[src/rtl/ps2_pkg.sv]
// Shared PS/2 transmit definitions: frame constants, FSM states and frame builder.
package ps2_pkg;

  localparam int unsigned FRAME_BITS = 11;
  localparam logic [7:0]  BREAK_CODE = 8'hF0;

  typedef enum logic [1:0] {
    IDLE  = 2'd0,
    LOAD  = 2'd1,
    SHIFT = 2'd2,
    GAP   = 2'd3
  } ps2_state_e;

  // Bit 0 goes on the wire first: start 0, data LSB first, odd parity, stop 1.
  function automatic logic [FRAME_BITS-1:0] ps2_build_frame(input logic [7:0] data);
    return {1'b1, ~^data, data, 1'b0};
  endfunction

endpackage

[src/rtl/ascii_to_scancode.sv]
// Combinational ASCII to PS/2 set-2 make-code table; mirrors the receive-side decoder.
module ascii_to_scancode (
  input  logic [7:0] ascii,
  output logic [7:0] scancode,
  output logic       hit
);

  logic [7:0] upper;

  // Lower-case letters share the upper-case key codes.
  always_comb begin
    upper = ascii;
    if (ascii >= 8'h61 && ascii <= 8'h7A) begin
      upper = ascii - 8'h20;
    end
  end

  always_comb begin
    scancode = 8'h00;
    hit      = 1'b1;
    case (upper)
      8'h41: scancode = 8'h1C;  // A
      8'h42: scancode = 8'h32;
      8'h43: scancode = 8'h21;
      8'h44: scancode = 8'h23;
      8'h45: scancode = 8'h24;
      8'h46: scancode = 8'h2B;
      8'h47: scancode = 8'h34;
      8'h48: scancode = 8'h33;
      8'h49: scancode = 8'h43;
      8'h4A: scancode = 8'h3B;
      8'h4B: scancode = 8'h42;
      8'h4C: scancode = 8'h4B;
      8'h4D: scancode = 8'h3A;
      8'h4E: scancode = 8'h31;
      8'h4F: scancode = 8'h44;
      8'h50: scancode = 8'h4D;
      8'h51: scancode = 8'h15;
      8'h52: scancode = 8'h2D;
      8'h53: scancode = 8'h1B;
      8'h54: scancode = 8'h2C;
      8'h55: scancode = 8'h3C;
      8'h56: scancode = 8'h2A;
      8'h57: scancode = 8'h1D;
      8'h58: scancode = 8'h22;
      8'h59: scancode = 8'h35;
      8'h5A: scancode = 8'h1A;  // Z
      8'h30: scancode = 8'h45;  // 0
      8'h31: scancode = 8'h16;
      8'h32: scancode = 8'h1E;
      8'h33: scancode = 8'h26;
      8'h34: scancode = 8'h25;
      8'h35: scancode = 8'h2E;
      8'h36: scancode = 8'h36;
      8'h37: scancode = 8'h3D;
      8'h38: scancode = 8'h3E;
      8'h39: scancode = 8'h46;  // 9
      default: hit = 1'b0;
    endcase
  end

endmodule

[src/rtl/ps2_keyboard_tx.sv]
// Device-side PS/2 keyboard emulator: ASCII in, set-2 frames out on clock/data lines.
// Define PS2_TX_BREAK_EN to send make/F0/make per key; otherwise only the make code.
module ps2_keyboard_tx
  import ps2_pkg::*;
#(
  parameter int unsigned CLK_DIV    = 4,
  parameter int unsigned GAP_CYCLES = 16
) (
  input  logic       clk,
  input  logic       rst,
  input  logic [7:0] ascii,
  input  logic       valid,
  output logic       ready,
  output logic       err,
  output logic       busy,
  output logic       ps2_clk,
  output logic       ps2_data
);

  localparam int unsigned BIT_TIME = 2 * CLK_DIV;
  localparam int unsigned DIV_W    = $clog2(BIT_TIME);
  localparam int unsigned GAP_W    = (GAP_CYCLES > 1) ? $clog2(GAP_CYCLES) : 1;
  localparam int unsigned BIT_W    = $clog2(FRAME_BITS);

  ps2_state_e            state_q, state_d;
  logic [7:0]            scan_q, scan_d;
  logic [1:0]            byte_idx_q, byte_idx_d;
  logic [BIT_W-1:0]      bit_idx_q, bit_idx_d;
  logic [DIV_W-1:0]      div_q, div_d;
  logic [GAP_W-1:0]      gap_q, gap_d;
  logic [FRAME_BITS-1:0] frame_q, frame_d;
  logic                  ready_q, ready_d;
  logic                  err_q, err_d;
  logic                  busy_q, busy_d;
  logic                  ps2_clk_q, ps2_clk_d;
  logic                  ps2_data_q, ps2_data_d;

  logic [7:0]            map_code;
  logic                  map_hit;

  ascii_to_scancode u_map (
    .ascii    (ascii),
    .scancode (map_code),
    .hit      (map_hit)
  );

  always_ff @(posedge clk) begin
    if (rst) begin
      state_q    <= IDLE;
      scan_q     <= '0;
      byte_idx_q <= '0;
      bit_idx_q  <= '0;
      div_q      <= '0;
      gap_q      <= '0;
      frame_q    <= '1;
      ready_q    <= 1'b1;
      err_q      <= 1'b0;
      busy_q     <= 1'b0;
      ps2_clk_q  <= 1'b1;
      ps2_data_q <= 1'b1;
    end else begin
      state_q    <= state_d;
      scan_q     <= scan_d;
      byte_idx_q <= byte_idx_d;
      bit_idx_q  <= bit_idx_d;
      div_q      <= div_d;
      gap_q      <= gap_d;
      frame_q    <= frame_d;
      ready_q    <= ready_d;
      err_q      <= err_d;
      busy_q     <= busy_d;
      ps2_clk_q  <= ps2_clk_d;
      ps2_data_q <= ps2_data_d;
    end
  end

  always_comb begin
    state_d    = state_q;
    scan_d     = scan_q;
    byte_idx_d = byte_idx_q;
    bit_idx_d  = bit_idx_q;
    div_d      = div_q;
    gap_d      = gap_q;
    frame_d    = frame_q;
    err_d      = 1'b0;

    case (state_q)
      IDLE: begin
        if (valid) begin
          if (map_hit) begin
            scan_d     = map_code;
            byte_idx_d = 2'd0;
            state_d    = LOAD;
          end else begin
            err_d = 1'b1;
          end
        end
      end

      LOAD: begin
        frame_d   = ps2_build_frame((byte_idx_q == 2'd1) ? BREAK_CODE : scan_q);
        bit_idx_d = '0;
        div_d     = '0;
        state_d   = SHIFT;
      end

      SHIFT: begin
        if (div_q == DIV_W'(BIT_TIME - 1)) begin
          div_d = '0;
          if (bit_idx_q == BIT_W'(FRAME_BITS - 1)) begin
`ifdef PS2_TX_BREAK_EN
            if (byte_idx_q == 2'd2) begin
              state_d = IDLE;
            end else begin
              gap_d   = '0;
              state_d = GAP;
            end
`else
            gap_d   = '0;
            state_d = GAP;
`endif
          end else begin
            bit_idx_d = bit_idx_q + BIT_W'(1);
          end
        end else begin
          div_d = div_q + DIV_W'(1);
        end
      end

      GAP: begin
        if (gap_q == GAP_W'(GAP_CYCLES - 1)) begin
          gap_d = '0;
`ifdef PS2_TX_BREAK_EN
          byte_idx_d = byte_idx_q + 2'd1;
          state_d    = LOAD;
`else
          state_d = IDLE;
`endif
        end else begin
          gap_d = gap_q + GAP_W'(1);
        end
      end

      default: state_d = IDLE;
    endcase

    // Outputs are registered from next-state values so the lines track the FSM exactly.
    ready_d    = (state_d == IDLE);
    busy_d     = (state_d != IDLE);
    ps2_clk_d  = !((state_d == SHIFT) && (div_d >= DIV_W'(CLK_DIV)));
    ps2_data_d = (state_d == SHIFT) ? frame_d[bit_idx_d] : 1'b1;
  end

  assign ready    = ready_q;
  assign err      = err_q;
  assign busy     = busy_q;
  assign ps2_clk  = ps2_clk_q;
  assign ps2_data = ps2_data_q;

endmodule

[config.mk]
export PLATFORM = sky130hd
export DESIGN_NAME = ps2_keyboard_tx
export DESIGN_NICKNAME = d
export VERILOG_FILES = /design/src/rtl/ps2_pkg.sv /design/src/rtl/ascii_to_scancode.sv /design/src/rtl/ps2_keyboard_tx.sv
export SDC_FILE = /design/constraint.sdc
export NUM_CORES = 1
export LEC_CHECK = 0
export CAP_MARGIN = 5
export CORE_MARGIN = 2
export CORE_UTILIZATION = 55
export DETAILED_ROUTE_END_ITERATION = 8
export PLACE_DENSITY = 0.77
export SLEW_MARGIN = 40
export SYNTH_ARGS = -nofsm -noshare
export SYNTH_HDL_FRONTEND = slang
export SYNTH_SLANG_ARGS = --single-unit
[constraint.sdc]
create_clock -name clk -period 2.85 [get_ports clk]
set_clock_uncertainty 0.15 [all_clocks]
set_input_delay 0.855 -clock clk [delete_from_list [all_inputs] [get_ports clk]]
set_output_delay 0.855 -clock clk [all_outputs]
set_load 0.005 [all_outputs]
; ---- Word-level counts from Yosys, hierarchy flattened
; Cells that the tools add are included.
[op_classes]
n_lt_le_gt_ge = 4
reduce_logical = 13
muxes = 22
eq_ne = 45
n_bitwise = 3
add_sub_neg = 4
[ops]
columns = operator, count
row1 = case mux 7 bit (36 select lines), 1
row2 = "equality test 8 x 7 -> 1 bit, second input constant", 26
row3 = "equality test 8 x 6 -> 1 bit, second input constant", 10
row4 = OR reduction 36 bit, 1
row5 = two-way mux 4 bit, 5
row6 = case mux 4 bit (2 select lines), 2
row7 = two-way mux 11 bit, 1
row8 = two-way mux 2 bit, 5
row9 = "adder 4 x 1 -> 4 bit, second input constant", 2
row10 = "equality test 4 bit, second input constant", 2
row11 = ">= comparator 8 x 7 -> 1 bit, second input constant", 1
row12 = "less-or-equal comparator 8 x 7 -> 1 bit, second input constant", 1
row13 = two-way mux 8 bit, 1
row14 = case mux 2 bit (4 select lines), 1
row15 = XNOR reduction 8 bit, 1
row16 = "subtractor 8 x 6 -> 8 bit, second input constant", 1
row17 = "equality test 2 bit, second input constant", 3
row18 = case mux 3 bit (2 select lines), 1
row19 = AND reduction 3 bit, 2
row20 = "< comparator 4 x 5 -> 1 bit, second input constant", 1
row21 = binary-select mux 1 bit (select 4 bit), 1
row22 = zero test 2 bit, 2
row23 = "inequality test 2 bit, second input constant", 2
row24 = nonzero test 2 bit, 2
row25 = other kinds (11), 16
[word_totals]
output_inout_bits = 5
elab_cells = 102
reg_bits = 37

; ---- Depth between registers and ports, before layout
[logic_depth]
word_depth = 12
mapped_depth = 12

; ---- By module
; Synthesis repeated with hierarchy kept, for this count alone.
[unflattened]
cells_unflattened = 334
hier_area_um2 = 2688.8
[by_module_without_submodules]
columns = mod, cells_each, n_inst, area_per_inst_um2, seq_area_each_um2
row1 = ps2_keyboard_tx, 192, 1, 1871.8, 740.7
row2 = ascii_to_scancode, 142, 1, 817.0, 0.0

; ---- Worst setup path before layout
; Ideal clock, no wire load.
[synth_timing]
path_kind = input to register
from = in ascii[5]
to = reg scan_q[3]
path_stages = 10
setup_slack_ns = -0.175
setup_ns = 0.128
t_arrival_ns = 2.748
required_time_ns = 2.572
n_path_buf = 1
path_cell_list = inv_1 -> ha_1 -> nor4b_4 -> o21ai_2 -> o21ai_4 -> o2111ai_1 -> a21oi_4 -> buf_6 -> mux2i_1 -> nor2_1
[synth_between]
elab_chain_len = 7
[synth_lines]
columns = element, line
row1 = "start, declared", ps2_keyboard_tx.sv:11  ; input logic [7:0] ascii,
row2 = >= comparator 8 x 7 -> 1 bit or less-or-equal comparator 8 x 7 -> 1 bit (tied branches), ascii_to_scancode.sv:13  ; if (ascii >= 8'h61 && ascii <= 8'h7A) begin
row3 = logical AND 1 bit, ascii_to_scancode.sv:13
row4 = two-way mux 8 bit *, ascii_to_scancode.sv:13
row5 = equality test 8 x 7 -> 1 bit or equality test 8 x 6 -> 1 bit (tied branches), ascii_to_scancode.sv:21  ; case (upper)
row6 = OR reduction 36 bit (no source line), --
row7 = two-way mux 1 bit, ascii_to_scancode.sv:21
row8 = AND reduction 3 bit (no source line), --
row9 = "end signal, assigned", ps2_keyboard_tx.sv:63  ; scan_q <= scan_d;
row10 = "end, declared", ps2_keyboard_tx.sv:26  ; logic [7:0] scan_q, scan_d;
; Every way passes the cells marked *; elsewhere a longest branch is shown, timed or not.
; A chain may end at the register's enable or synchronous reset.

; ---- Worst setup path after layout
[layout_timing]
from = in ascii[2]
to = reg scan_q[5]
; The elaborated chain is that of the path after synthesis.

==> results.yml <==
grt:
  grt_overflow: 0
  grt_use_total_pct: 28.5
  antenna_found_initial: 0
  grt_max_degree: 28
  grt_pass1_wl_um: 14000
  grt_pass1_vias: 2931
power:
  p_leak_nw: 1.51
  powerDensity_nw_per_um2: 338
  peakVddDrop_uv: 421
cts:
  clk_latency_ns: 0.30
  clockBufferDepth: 2
  cts.clk_slew.worst_paths_ns: 0.08
  clock-sinks: 36
  cts_hold_buf: 0
  cts_tree: "built"
  cts-buffers-inserted: 5
  cts_root_buffer: "clkbuf_8"
  htree_levels: 2
floorplan:
  placementRows: 27
  start_util_pct: 56.1
  die_x_um: 78.3
  core_area_um2: 5410
  num_io_pins: 16
  die_height_um: 78.3
  die_area_um2: 6120
detailed_routing:
  drc: 0
  drt_iter0_markers: 219
  vias_per_cell: 6.27
  postRouteAntennaNets: 0
  drt-wirelength-per-cell_um: 16.3
  routed_wl_um: 8450
  vias: 3247
  firstDrtPassIters: 6
sta:
  finalCritPeriodShare_pct: 97.0
  setup_viol: 0
  tns_ns: 0
  max_freq_mhz: 362
  rsz0062_at_grt: "false"
  post-route-min-period_ns: 2.76
  max_slew_margin_pct: 56.0
  final_hold_viol_count: 0
  tightest_slew_ns: 0.652
  drv_slew: 0
synthesis:
  synth_ff_type: "dfxtp_1"
  ys_seq_area_share_pct: 23.8
  synth_edf_count: 0
  syn_avg_cell_area_um2: 7.68
  synth_top_area_share_pct: 23.8
  synth_seq_cells: 36
  synth_cells: 395
  yosys-top-cells-area: "dfxtp_1 24%, o21ai_0 5.0%, a21oi_1 4.8%"
  async_reset_ff_share_pct: 0
  yosysWarnings: 0
  yosys.area.top_type: "dfxtp_1"
  syn_area_um2: 3030
  synth_cell_types: 73
  synthesis.nets: 417
place:
  portBuffers: 15
  place_hpwl_um: 5950
  gp_congestion: 0.942
  placedInstanceArea_um2: 3590
run:
  maxCapViolations: 0
final_layout:
  nets: 467
  layout_common_cells: "51 x buf_4, 36 x dfxtp_1, 34 x nand2_1, 34 x nor2_1, 30 x o21ai_0"
  final_common_cell: "buf_4"
  regArea_um2: 721
  antenna_cells: 0
  multi_input_area_um2: 2220
  syn_to_final_growth_pct: 26.1
  fin_area_um2: 3820
  n_fill_cell: 456
  layout-drive-gt1-share_pct: 24.2
critical_path:
  critPathRequiredTime_ns: 2.87
  rrSetupSlack_ns: 0.23
  worstSetupPathType: "in2reg"
  end_kind: "flop"
  critical_path.slowest_cell: "or4_4"
  cp_max_fo: 5
  cpPeakStageDelay_ns: 0.56
  r2r_cells: 9
  start_kind: "input port"
  critical_path.startpoint: "ascii[2]"
  path_cells: "dlygate4sd2_1, or4_4, nor2_4, o21ai_4, buf_6, a31o_2, o21a_1, o221ai_2, a311oi_2"
  reg2reg_to: "ps2_data$_SDFF_PP1_"
  arrival_ns: 2.79
outcome:
  status: "completed"
min_path:
  holdCritPathClass: "reg2reg"
  worstHoldPathCells: 1
  hold_path_end: "frame_q[8]$_SDFF_PP1_"
  worstHoldStart: "frame_q[8]$_SDFF_PP1_"
cell families (layout without fill, tap and decap cells):
kind of cell / after synthesis / count (layout) / synth area share, %
multiplexers: 16 / 16 / 5.57
buffers and inverters: 45 / 96 / 6.48
flip-flops: 36 / 36 / 23.8
AO/OA/AOI/OAI: 134 / 134 / 31.4
adder cells (fa/ha/maj): 11 / 11 / 4.54
XOR/XNOR: 4 / 4 / 2.06
AND/OR/NAND/NOR: 149 / 149 / 26.2
report_power, final:
part           internal, mW  leakage [nW]  switching [mW]
registers             0.526         0.292          0.0241
clock network         0.170        0.0479           0.198
logic                 0.186          1.17           0.191
per-layer routing:
layer	track usage (%)	vias to the layer above	share of wire (%)
li1	-	1561	-
met1	39.2	1537	45
met2	46.4	135	47
met3	5.86	14	6.9
met4	6.14	0	1.4
met5	0	-	0
worst max-delay path by stage:
stage                                         to  slack, ns  depth (start not counted)
final                     scan_q[5]$_SDFFE_PP0P_       0.09                          9
after global routing      scan_q[5]$_SDFFE_PP0P_      0.004                         12
after CTS                 scan_q[5]$_SDFFE_PP0P_      0.007                          9
after detailed placement        ready$_SDFF_PP1_      -0.76                         11
after global placement          ready$_SDFF_PP1_      -0.68                         11
after floorplan           scan_q[3]$_SDFFE_PP0P_      -0.02                         10
through the flow:
step	std cells	hold WS, ns	worst slack [ns]	total power [mW]	util, %
2_1_floorplan	395	0.265	-0.0188	0.782	-
3_3_place_gp	504	0.280	-0.676	0.899	66.3
3_5_place_dp	504	0.284	-0.756	0.907	66.3
4_1_cts	517	0.306	0.00666	1.29	70.4
5_1_grt	518	0.312	0.00375	1.36	70.8
6_report	518	0.313	0.0852	1.29	70.8
sequential cells by signal, indices dropped and copies added, names as in the netlist, named ones only:
signal,cells
frame_q,11
scan_q,7
bit_idx_q,4
gap_q,4
state_q,2
busy,1
div_q,1
err,1
ps2_clk,1
ps2_data,1
ready,1
area by class of cell:
class                      instances  area share [%]
multi-input combinational        314            57.9
sequential                        36            18.8
timing repair buffer              73            16.8
tap                               72            2.36
clock buffer                       5            1.80
inverter                          15            1.80
clock inverter                     3           0.491
synthesized netlist by cell type, types with 6 or more instances:
cell type   n
nand3_1    11
clkbuf_1   16
nor2_1     36
nand2b_1   10
o21ai_0    30
a21oi_1    29
dfxtp_1    36
o22ai_1     6
o211ai_1    6
a21o_1      6
nand2_1    34
buf_1       7
inv_1      14
nor2b_1    12
ha_1       11
mux2i_1     9
mux2_2      7
nor3_1     13
a31oi_1    10
critical path: cells and delay by family:
| kind | cells | cell delay (ns) |
|---|---|---|
| AND/OR/NAND/NOR | 2 | 0.68 |
| AO/OA/AOI/OAI | 5 | 0.87 |
| buffers and inverters | 2 | 0.37 |
repair_timing:
action	CTS	global route
gates resized for setup	25	7
pin swaps	10	10
cloned	1	0
setup endpoints to repair	14	10
buffers inserted	4	1
(Power assumes the default switching activity.)
